### src/rtl/axi4_lite_read_master_arbiter_if.sv
// Bundle of all non-clock signals of the shared AXI4-Lite read master arbiter.
//   req_*   : local requester side (flattened per-requester vectors)
//   rsp_*   : per-requester response side (one-hot valid, shared data/resp)
//   ar*/r*  : AXI4-Lite AR and R channels towards the slave
// modport master : the arbiter (drives AR, rready, req_ready and rsp_*)
// modport slave  : the environment (requesters plus the AXI slave)
interface axi4_lite_read_master_arbiter_if #(
    parameter int unsigned NO_OF_REQ     = 2,
    parameter int unsigned ADDRESS_WIDTH = 32,
    parameter int unsigned DATA_WIDTH    = 32
);
    logic [NO_OF_REQ-1:0]               req_valid;
    logic [NO_OF_REQ*ADDRESS_WIDTH-1:0] req_addr;
    logic [NO_OF_REQ*3-1:0]             req_prot;
    logic [NO_OF_REQ-1:0]               req_ready;
    logic [NO_OF_REQ-1:0]               rsp_valid;
    logic [NO_OF_REQ-1:0]               rsp_ready;
    logic [DATA_WIDTH-1:0]              rsp_data;
    logic [1:0]                         rsp_resp;
    logic [ADDRESS_WIDTH-1:0]           araddr;
    logic [2:0]                         arprot;
    logic                               arvalid;
    logic                               arready;
    logic [DATA_WIDTH-1:0]              rdata;
    logic [1:0]                         rresp;
    logic                               rvalid;
    logic                               rready;

    modport master (
        input  req_valid, req_addr, req_prot, rsp_ready, arready, rdata, rresp, rvalid,
        output req_ready, rsp_valid, rsp_data, rsp_resp, araddr, arprot, arvalid, rready
    );

    modport slave (
        output req_valid, req_addr, req_prot, rsp_ready, arready, rdata, rresp, rvalid,
        input  req_ready, rsp_valid, rsp_data, rsp_resp, araddr, arprot, arvalid, rready
    );
endinterface

### src/rtl/axi4_lite_read_master_arbiter.sv
// Shares one AXI4-Lite read master port among NO_OF_REQ requesters.
// Round-robin arbitration, at most MAX_OUTSTANDING accepted-but-unanswered reads,
// in-order response routing via a tag FIFO, and local DECERR for addresses outside
// [MIN_ADDRESS, MAX_ADDRESS] (those never reach the bus).
// Ports:
//   aclk    : clock
//   aresetn : asynchronous active-low reset
//   bus     : request/response/AR/R signals (see axi4_lite_read_master_arbiter_if)
module axi4_lite_read_master_arbiter #(
    parameter int unsigned              NO_OF_REQ       = 2,
    parameter int unsigned              ADDRESS_WIDTH   = 32,
    parameter int unsigned              DATA_WIDTH      = 32,
    parameter int unsigned              MAX_OUTSTANDING = 10,
    parameter logic [ADDRESS_WIDTH-1:0] MIN_ADDRESS     = 'h01,
    parameter logic [ADDRESS_WIDTH-1:0] MAX_ADDRESS     = 'hff
) (
    input logic                             aclk,
    input logic                             aresetn,
    axi4_lite_read_master_arbiter_if.master bus
);

    localparam int unsigned IDX_W = (NO_OF_REQ > 1) ? $clog2(NO_OF_REQ) : 1;
    localparam int unsigned CNT_W = $clog2(MAX_OUTSTANDING + 1);
    localparam int unsigned PTR_W = (MAX_OUTSTANDING > 1) ? $clog2(MAX_OUTSTANDING) : 1;
    localparam int unsigned TAG_W = IDX_W + 1;

    localparam logic [0:0] AR_IDLE  = 1'b0;
    localparam logic [0:0] AR_VALID = 1'b1;

    logic [0:0]               ar_state_q, ar_state_d;
    logic [ADDRESS_WIDTH-1:0] araddr_q, araddr_d;
    logic [2:0]               arprot_q, arprot_d;
    logic [IDX_W-1:0]         rr_q, rr_d;
    logic [CNT_W-1:0]         count_q, count_d;
    logic [PTR_W-1:0]         wr_ptr_q, wr_ptr_d;
    logic [PTR_W-1:0]         rd_ptr_q, rd_ptr_d;
    logic [TAG_W-1:0]         tag_mem_q [MAX_OUTSTANDING];

    logic                     gnt_found;
    logic [IDX_W-1:0]         gnt_idx;
    logic [IDX_W-1:0]         cand_idx;
    int unsigned              cand;
    logic                     grant_ok;
    logic                     accept;
    logic [ADDRESS_WIDTH-1:0] gnt_addr;
    logic [2:0]               gnt_prot;
    logic                     local_err;
    logic [NO_OF_REQ-1:0]     req_ready;

    logic [TAG_W-1:0]         head_tag;
    logic [IDX_W-1:0]         head_idx;
    logic                     head_err;
    logic                     pop;
    logic [NO_OF_REQ-1:0]     rsp_valid;
    logic [DATA_WIDTH-1:0]    rsp_data;
    logic [1:0]               rsp_resp;
    logic                     rready;

    // Round-robin search starting at rr_q.
    always_comb begin
        gnt_found = 1'b0;
        gnt_idx   = '0;
        cand      = 0;
        cand_idx  = '0;
        for (int unsigned k = 0; k < NO_OF_REQ; k++) begin
            cand     = (32'(rr_q) + k) % NO_OF_REQ;
            cand_idx = IDX_W'(cand);
            if (!gnt_found && bus.req_valid[cand_idx]) begin
                gnt_found = 1'b1;
                gnt_idx   = cand_idx;
            end
        end
    end

    // A slot freed by a same-cycle pop is deliberately not reused (no bypass).
    // aresetn gating keeps req_ready low while reset is asserted.
    assign grant_ok  = (count_q < CNT_W'(MAX_OUTSTANDING)) &&
                       ((ar_state_q == AR_IDLE) || bus.arready) && aresetn;
    assign accept    = gnt_found && grant_ok;
    assign gnt_addr  = bus.req_addr[gnt_idx*ADDRESS_WIDTH +: ADDRESS_WIDTH];
    assign gnt_prot  = bus.req_prot[gnt_idx*3 +: 3];
    assign local_err = (gnt_addr < MIN_ADDRESS) || (gnt_addr > MAX_ADDRESS);

    always_comb begin
        req_ready = '0;
        if (accept) begin
            req_ready[gnt_idx] = 1'b1;
        end
    end

    always_comb begin
        rr_d = rr_q;
        if (accept) begin
            if (32'(gnt_idx) == NO_OF_REQ - 1) begin
                rr_d = '0;
            end else begin
                rr_d = gnt_idx + 1'b1;
            end
        end
    end

    // AR stage: a new in-range acceptance may only happen while idle or on the
    // arready edge, so overwriting the address register here is always safe.
    always_comb begin
        ar_state_d = ar_state_q;
        araddr_d   = araddr_q;
        arprot_d   = arprot_q;
        if (accept && !local_err) begin
            ar_state_d = AR_VALID;
            araddr_d   = gnt_addr;
            arprot_d   = gnt_prot;
        end else if ((ar_state_q == AR_VALID) && bus.arready) begin
            ar_state_d = AR_IDLE;
        end
    end

    // Response routing from the head tag; tags leave in acceptance order.
    assign head_tag = tag_mem_q[rd_ptr_q];
    assign head_idx = head_tag[TAG_W-1:1];
    assign head_err = head_tag[0];

    always_comb begin
        rsp_valid = '0;
        rsp_data  = '0;
        rsp_resp  = '0;
        rready    = 1'b0;
        pop       = 1'b0;
        if (count_q != '0) begin
            if (head_err) begin
                // Local DECERR: bus R stays stalled until this one is consumed.
                rsp_valid[head_idx] = 1'b1;
                rsp_resp            = 2'b11;
                pop                 = bus.rsp_ready[head_idx];
            end else begin
                rsp_valid[head_idx] = bus.rvalid;
                rready              = bus.rsp_ready[head_idx];
                if (bus.rvalid) begin
                    rsp_data = bus.rdata;
                    rsp_resp = bus.rresp;
                end
                pop = bus.rvalid && bus.rsp_ready[head_idx];
            end
        end
    end

    always_comb begin
        count_d  = count_q;
        wr_ptr_d = wr_ptr_q;
        rd_ptr_d = rd_ptr_q;
        if (accept && !pop) begin
            count_d = count_q + 1'b1;
        end else if (!accept && pop) begin
            count_d = count_q - 1'b1;
        end
        if (accept) begin
            wr_ptr_d = (32'(wr_ptr_q) == MAX_OUTSTANDING - 1) ? '0 : wr_ptr_q + 1'b1;
        end
        if (pop) begin
            rd_ptr_d = (32'(rd_ptr_q) == MAX_OUTSTANDING - 1) ? '0 : rd_ptr_q + 1'b1;
        end
    end

    always_ff @(posedge aclk or negedge aresetn) begin
        if (!aresetn) begin
            ar_state_q <= AR_IDLE;
            araddr_q   <= '0;
            arprot_q   <= '0;
            rr_q       <= '0;
            count_q    <= '0;
            wr_ptr_q   <= '0;
            rd_ptr_q   <= '0;
        end else begin
            ar_state_q <= ar_state_d;
            araddr_q   <= araddr_d;
            arprot_q   <= arprot_d;
            rr_q       <= rr_d;
            count_q    <= count_d;
            wr_ptr_q   <= wr_ptr_d;
            rd_ptr_q   <= rd_ptr_d;
        end
    end

    // Tag storage needs no reset: validity is tracked by the pointers and count.
    always_ff @(posedge aclk) begin
        if (accept) begin
            tag_mem_q[wr_ptr_q] <= {gnt_idx, local_err};
        end
    end

    assign bus.req_ready = req_ready;
    assign bus.rsp_valid = rsp_valid;
    assign bus.rsp_data  = rsp_data;
    assign bus.rsp_resp  = rsp_resp;
    assign bus.rready    = rready;
    assign bus.arvalid   = (ar_state_q == AR_VALID);
    assign bus.araddr    = araddr_q;
    assign bus.arprot    = arprot_q;

endmodule

### src/flat_wrapper.sv
// flat-port wrapper written by rule: the top's interface ports become plain ports
module axi4_lite_read_master_arbiter_flat 
#(
    parameter int unsigned              NO_OF_REQ       = 2,
    parameter int unsigned              ADDRESS_WIDTH   = 32,
    parameter int unsigned              DATA_WIDTH      = 32,
    parameter int unsigned              MAX_OUTSTANDING = 10,
    parameter logic [ADDRESS_WIDTH-1:0] MIN_ADDRESS     = 'h01,
    parameter logic [ADDRESS_WIDTH-1:0] MAX_ADDRESS     = 'hff
)
  (aclk, aresetn, bus_req_valid, bus_req_addr, bus_req_prot, bus_rsp_ready, bus_arready, bus_rdata, bus_rresp, bus_rvalid, bus_req_ready, bus_rsp_valid, bus_rsp_data, bus_rsp_resp, bus_araddr, bus_arprot, bus_arvalid, bus_rready);
  axi4_lite_read_master_arbiter_if #(.NO_OF_REQ(NO_OF_REQ), .ADDRESS_WIDTH(ADDRESS_WIDTH), .DATA_WIDTH(DATA_WIDTH)) bus_i ();
  input logic aclk;
  input logic aresetn;
  input wire logic [$bits(bus_i.req_valid)-1:0] bus_req_valid;
  input wire logic [$bits(bus_i.req_addr)-1:0] bus_req_addr;
  input wire logic [$bits(bus_i.req_prot)-1:0] bus_req_prot;
  input wire logic [$bits(bus_i.rsp_ready)-1:0] bus_rsp_ready;
  input wire logic [$bits(bus_i.arready)-1:0] bus_arready;
  input wire logic [$bits(bus_i.rdata)-1:0] bus_rdata;
  input wire logic [$bits(bus_i.rresp)-1:0] bus_rresp;
  input wire logic [$bits(bus_i.rvalid)-1:0] bus_rvalid;
  output wire logic [$bits(bus_i.req_ready)-1:0] bus_req_ready;
  output wire logic [$bits(bus_i.rsp_valid)-1:0] bus_rsp_valid;
  output wire logic [$bits(bus_i.rsp_data)-1:0] bus_rsp_data;
  output wire logic [$bits(bus_i.rsp_resp)-1:0] bus_rsp_resp;
  output wire logic [$bits(bus_i.araddr)-1:0] bus_araddr;
  output wire logic [$bits(bus_i.arprot)-1:0] bus_arprot;
  output wire logic [$bits(bus_i.arvalid)-1:0] bus_arvalid;
  output wire logic [$bits(bus_i.rready)-1:0] bus_rready;
  assign bus_i.req_valid = bus_req_valid;
  assign bus_i.req_addr = bus_req_addr;
  assign bus_i.req_prot = bus_req_prot;
  assign bus_i.rsp_ready = bus_rsp_ready;
  assign bus_i.arready = bus_arready;
  assign bus_i.rdata = bus_rdata;
  assign bus_i.rresp = bus_rresp;
  assign bus_i.rvalid = bus_rvalid;
  assign bus_req_ready = bus_i.req_ready;
  assign bus_rsp_valid = bus_i.rsp_valid;
  assign bus_rsp_data = bus_i.rsp_data;
  assign bus_rsp_resp = bus_i.rsp_resp;
  assign bus_araddr = bus_i.araddr;
  assign bus_arprot = bus_i.arprot;
  assign bus_arvalid = bus_i.arvalid;
  assign bus_rready = bus_i.rready;
  axi4_lite_read_master_arbiter #(.NO_OF_REQ(NO_OF_REQ), .ADDRESS_WIDTH(ADDRESS_WIDTH), .DATA_WIDTH(DATA_WIDTH), .MAX_OUTSTANDING(MAX_OUTSTANDING), .MIN_ADDRESS(MIN_ADDRESS), .MAX_ADDRESS(MAX_ADDRESS)) u_core (.aclk(aclk), .aresetn(aresetn), .bus(bus_i));
endmodule
### config.mk
export PLATFORM = sky130hd
export DESIGN_NAME = axi4_lite_read_master_arbiter_flat
export DESIGN_NICKNAME = d
export VERILOG_FILES = /design/src/rtl/axi4_lite_read_master_arbiter_if.sv /design/src/rtl/axi4_lite_read_master_arbiter.sv /design/src/flat_wrapper.sv
export SDC_FILE = /design/constraint.sdc
export NUM_CORES = 1
export LEC_CHECK = 0
export CAP_MARGIN = 25
export CORE_MARGIN = 5
export CORE_UTILIZATION = 38
export CTS_CLUSTER_SIZE = 25
export DETAILED_ROUTE_END_ITERATION = 8
export PLACE_DENSITY = 0.88
export SYNTH_ARGS = -nofsm -noshare
export SYNTH_HDL_FRONTEND = slang
export SYNTH_SLANG_ARGS = --single-unit
### constraint.sdc
create_clock -name aclk -period 4.1 [get_ports aclk]
set_input_delay 0.41 -clock aclk [delete_from_list [all_inputs] [get_ports aclk]]
set_output_delay 0.41 -clock aclk [all_outputs]
set_load 0.02 [all_outputs]
Yosys cells after proc, flatten, opt, wreduce, memory -nomap -nowiden --
Memories as Yosys holds them, arrays and structs flattened. Index checks and enable logic that the tools add are counted. W data, S select, Z words.
Word-level totals: flip-flop bits (word level) 49, memory bits (writable) 20, input port bits 112, output and inout bits 75, logic and storage cells 86, memories kept 1
Operators by class: $add $sub $neg 6, $mul 1, order comparisons 9, equality and inequality tests 2, shift-type cells 2, muxes and demuxes 36, bitwise gates (word level) 2, reductions and logical operators 20
Memory list:
- u_core.tag_mem_q | words 10, bits a word 2, rd ports 1, clocked after memory_dff 0, wr ports 1, line axi4_lite_read_master_arbiter.sv:37 | logic [TAG_W-1:0] tag_mem_q [MAX_OUTSTANDING];
Operators by type and width (number):
- $mux W32 | 3
- $shiftx A64 B7 Y32 | 1
- $gt A32 B8 Y1 const B | 1
- $lt A32 B1 Y1 const B | 1
- $mux W1 | 21
- $mux W4 | 4
- $add A4 B1 Y4 const B | 3
- $mux W2 | 6
- $logic_and A1 B1 Y1 | 11
- $eq A4 B4 Y1 const B | 2
- $lt A1 B2 Y1 const B | 4
- $shiftx A6 B4 Y3 | 1
- $logic_not A1 Y1 | 4
- $lt A4 B4 Y1 const B | 1
- $reduce_bool A2 Y1 | 2
- $reduce_bool A4 Y1 | 1
- $sub A4 B1 Y4 const B | 1
- $mul A1 B2 Y3 const B | 1
- $add A1 B1 Y1 const B | 2
- $and A2 B2 Y2 | 1
- $demux W1 S1 | 2
- $ge A1 B1 Y1 const B | 2
- $logic_or A1 B1 Y1 | 2
- $not A1 Y1 | 1

Depth between registers and ports, before layout --
depth in word-level cells 12, gate-level depth with buffers 14, mapped depth without buffers 13

Worst setup path before layout --
Ideal clock, no wire load.
path kind register to register, start point register u_core.rd_ptr_q[0], end point register u_core.count_q[3], setup time 0.125 ns, arrival time 3.054 ns, data required time 3.975 ns, slack 0.921 ns, cell stages (with the launch flop) 14, buffers on the path 0, period minus slack after synthesis 3.179 ns, cells stage by stage dfrtp_1 mux4_2 or2_1 a31oi_2 mux2i_1 or2_1 ha_1 inv_1 ha_1 a21o_1 a21oi_1 xnor2_1 nor2_1 xor2_1
On the way: cells in the longest elaborated chain, start to end 9, elaborated cells between the ends (all ways) 11, classes of those cells mux: 5; reduce/logical: 5; memory: 1
Ends and longest elaborated chain:
- start: declaration | line axi4_lite_read_master_arbiter.sv:36 | logic [PTR_W-1:0] rd_ptr_q, rd_ptr_d;
- start signal: assignment | line axi4_lite_read_master_arbiter.sv:179 | rd_ptr_q <= rd_ptr_d;
- $mem_v2 Z10 W2 (*)
- $mux W1 (not written as such) (2 in a row) | line axi4_lite_read_master_arbiter.sv:133, axi4_lite_read_master_arbiter.sv:141
- $logic_and A1 B1 Y1 | line axi4_lite_read_master_arbiter.sv:141 | pop = bus.rvalid && bus.rsp_ready[head_idx];
- $mux W1 (*) | line axi4_lite_read_master_arbiter.sv:129 | if (head_err) begin
- $mux W1 (*) | line axi4_lite_read_master_arbiter.sv:128 | if (count_q != '0) begin
- $logic_not A1 Y1 | line axi4_lite_read_master_arbiter.sv:150 | if (accept && !pop) begin
- $logic_and A1 B1 Y1 | line axi4_lite_read_master_arbiter.sv:150
- $mux W4 or $reduce_bool A2 Y1 (tied branches)
- end signal: assignment | line axi4_lite_read_master_arbiter.sv:177 | count_q <= count_d;
- end: declaration | line axi4_lite_read_master_arbiter.sv:34 | logic [CNT_W-1:0] count_q, count_d;
Every way passes the cells marked *; elsewhere a longest branch is shown, timed or not. The select of a mux whose other input is x is not followed. A chain may end at the register's enable or synchronous reset.

Final worst setup path --
Same ends and word-level chain as after synthesis.

==> impl_metrics.csv <==
group,metric,value,unit
floorplan,coreArea,8299,sq um
sta,fin_crit,3462,ps
worst_hold_path,hold_class,"in -> async",
sta,setup_tns,0,ps
routing,drt_iter0_drc,86,
global_route,grt_util_all_layers,17.76,%
global_route,grt_pass1_wl,14.43,mm
synth,synth_fp_nets,413,
placed_design,place_area,5246,sq um
global_route,grt_pass1_vias,2985,
placed_design,hpwl,7.873,mm
cells_and_area,nets,601,
placed_design,numPortBuffers,186,
sta,setup_slack,638.0,ps
power_and_ir_drop,peakVddDrop,0.0002494,V
sta,rsz0062_at_grt,"false",
power_and_ir_drop,power.density,460.1,nW/um^2
cells_and_area,final_core_util,65.82,%
cells_and_area,fin_area,5463,sq um
routing,vias,2942,
placed_design,place_ws,674.0,ps
clock_network,cts-resized-gates,0,
synth,ys_ff_latch,69,
power_and_ir_drop,power,2.514,mW
synth,ys_types,42,
synth,ys_seq_area_share,55.70,%
sta,worst_pin_slew,738.9,ps
sta,final-max-slew-violation-count,0,
critical_path,rr_worst_depth,13,
floorplan,die_area,10590,sq um
global_route,grt_max_degree,50,
cells_and_area,nFillCells,634,
clock_network,insertion_delay,330,ps
synth,ys_warn_count,0,
routing,vias_per_cell,4.945,
routing,routed_wirelength,9.775,mm
run_status,outcome,"finished clean",
synth,netlist_area,3279,sq um
sta,worst_clock_skew,7.481,ps
critical_path,cp_data_required_time,4320,ps
global_route,grt_overflow,0,
critical_path,startpoint_type,"register",
sta,fmax,288.9,MHz
critical_path,crit_chain,"mux4_2 -> or2_1 -> a31oi_2 -> mux2i_1 -> or2_1 -> ha_1 -> inv_1 -> ha_1 -> a21o_1 -> a21oi_1 -> xnor2_1 -> nor2_1 -> xor2_1",
cells_and_area,drive_gt1_share,5.918,%
cells_and_area,layout_common_cells,"185 x clkdlybuf4s50_1, 56 x and2_1, 49 x dfrtp_1",
synth,syn_area_per_cell,11.04,sq um
critical_path,r2r_slack,640,ps
critical_path,critical_path.top_delay_family,"multiplexers",
placed_design,dpl.cell_count,578,
routing,drc_errors,0,
critical_path,timing_worst_setup_path_type,"reg -> reg",
clock_network,path_clk_slew,70,ps
critical_path,critPathSlowestCell,"mux4_2",
cells_and_area,layout_commonest_cell,"clkdlybuf4s50_1",
critical_path,critical_path.max_fanout,5,
cells_and_area,layout.cells.non_filler,595,
floorplan,start_util,39.51,%
critical_path,rr_startpoint,"u_core.rd_ptr_q[0]$_DFFE_PN0P_",
sta,hold_violations,0,
floorplan,rows,33,
clock_network,cts_setup_buffers,0,
sta,maxSlewHeadroom,49.46,%
clock_network,htree_levels,3,
critical_path,critPathBufInv,1,
clock_network,clock-sinks,69,
routing,ant_nets,0,
global_route,antenna_found_initial,0,
placed_design,routabilityCongestion,0.8559,
routing,wl_per_cell,16.43,um
cells_and_area,diodes,0,
critical_path,arrival,3680,ps
clock_network,numCtsBuffers,9,
sta,whs,198.5,ps
sta,min_period_over_period,84.44,%
clock_network,cts_tree,"yes",
routing,first_pass_iters,5,
floorplan,dieHeight,102.9,um
cells_and_area,syn_to_final_growth,66.58,%
clock_network,cts_hold_buf,0,
clock_network,root_buffer,"clkbuf_8",
floorplan,io_pins,187,
synth,postSynthCellCount,297,
power_and_ir_drop,leakagePower,2.229,nW
critical_path,reg2reg_to,"u_core.count_q[3]$_DFFE_PN0P_",
critical_path,crit_path_end_kind,"register",
floorplan,die_w,102.9,um
clock_network,cts_buffer_depth,2,
critical_path,critPathMaxStageDelay,490,ps
run,cap_viol_max_count,0,
sta,finalSetupViolCount,0,
## final cells by class
cell class,instances,area (sq um),area share (%)
clock buffers,10,127.6,2.336
clock inverters,6,77.57,1.420
inverters,7,26.28,0.4810
multi-input cells,207,1375,25.17
flip-flops and latches,69,1827,33.44
well taps,105,131.4,2.405
repair buffers,191,1898,34.75
## logic make-up after synthesis
family,count (synthesis),synth area share [%]
mux,24,8.203
buf+inv,21,2.632
simple gates,141,23.77
compound gates,30,5.800
xor+xnor,8,2.137
flops,69,55.70
fa+ha+maj,4,1.755
## synthesized netlist by cell type (all sizes together)
cell type	number	area, sq um
a22oi	1	7.510
xor2	3	26.28
dfrtp	49	1226
clkbuf	12	45.04
mux2	3	33.78
nor4	17	106.4
inv	7	26.28
xnor2	5	43.79
nand3b	1	7.510
and3	1	6.260
a21o	2	15.01
o2111a	1	11.26
fa	1	20.02
nor3	7	35.03
nand2	23	88.84
a2111oi	2	17.52
mux2i	19	190.2
mux4	2	45.04
a21oi	2	10.01
buf	2	15.01
and2	56	350.3
o211ai	2	20.02
nand2b	3	18.77
o21ai	18	90.09
nand4	3	18.77
or4	1	7.510
or2	2	12.51
or3	2	12.51
nor3b	2	20.02
nor2b	3	18.77
edfxtp	20	600.6
nand3	1	5.000
ha	3	37.54
nor2	19	71.32
a31oi	2	18.77
## per-layer routing
layer	track usage, %	up-vias	part of all wire (%)	wire length (um)
met5	0	-	0	0
met4	5.378	0	1.0	102
met3	7.375	7	12	1178
met2	31.33	151	50	4924
met1	19.50	1372	37	3569
li1	-	1412	-	-
## power by group
| part | internal [mW] | total, mW | switching, mW |
|---|---|---|---|
| sequential | 0.792 | 0.898 | 0.106 |
| clock | 0.336 | 0.574 | 0.237 |
| combinational | 0.541 | 1.04 | 0.501 |
| total | 1.67 | 2.51 | 0.844 |
## state kept, by name (all words and copies together), names as in the netlist
| signal | cells |
|---|---|
| u_core.bus.arvalid | 1 |
| u_core.count_q | 4 |
| u_core.bus.arprot | 3 |
| u_core.bus.araddr | 32 |
| u_core.tag_mem_q | 20 |
| u_core.rr_q | 1 |
| u_core.wr_ptr_q | 4 |
| u_core.rd_ptr_q | 4 |
## how the worst max path moves through the flow
stage,cells past startpoint,from,to
after CTS,7,u_core.rd_ptr_q[0]$_DFFE_PN0P_,bus_rsp_data[9]
after global placement,13,u_core.rd_ptr_q[0]$_DFFE_PN0P_,u_core.count_q[3]$_DFFE_PN0P_
after floorplan,13,u_core.rd_ptr_q[0]$_DFFE_PN0P_,u_core.count_q[3]$_DFFE_PN0P_
after detailed placement,13,u_core.rd_ptr_q[0]$_DFFE_PN0P_,u_core.count_q[3]$_DFFE_PN0P_
final,13,u_core.rd_ptr_q[0]$_DFFE_PN0P_,u_core.count_q[3]$_DFFE_PN0P_
after global routing,13,u_core.rd_ptr_q[0]$_DFFE_PN0P_,u_core.count_q[3]$_DFFE_PN0P_
## worst register-to-register path, stage by stage (launching register included)
cell,delay [ps]
dfrtp_1,380
mux4_2,490
or2_1,220
a31oi_2,270
mux2i_1,480
or2_1,230
ha_1,200
inv_1,90
ha_1,280
a21o_1,180
a21oi_1,180
xnor2_1,140
nor2_1,70
xor2_1,140
Power figures use the tool's default switching activity.
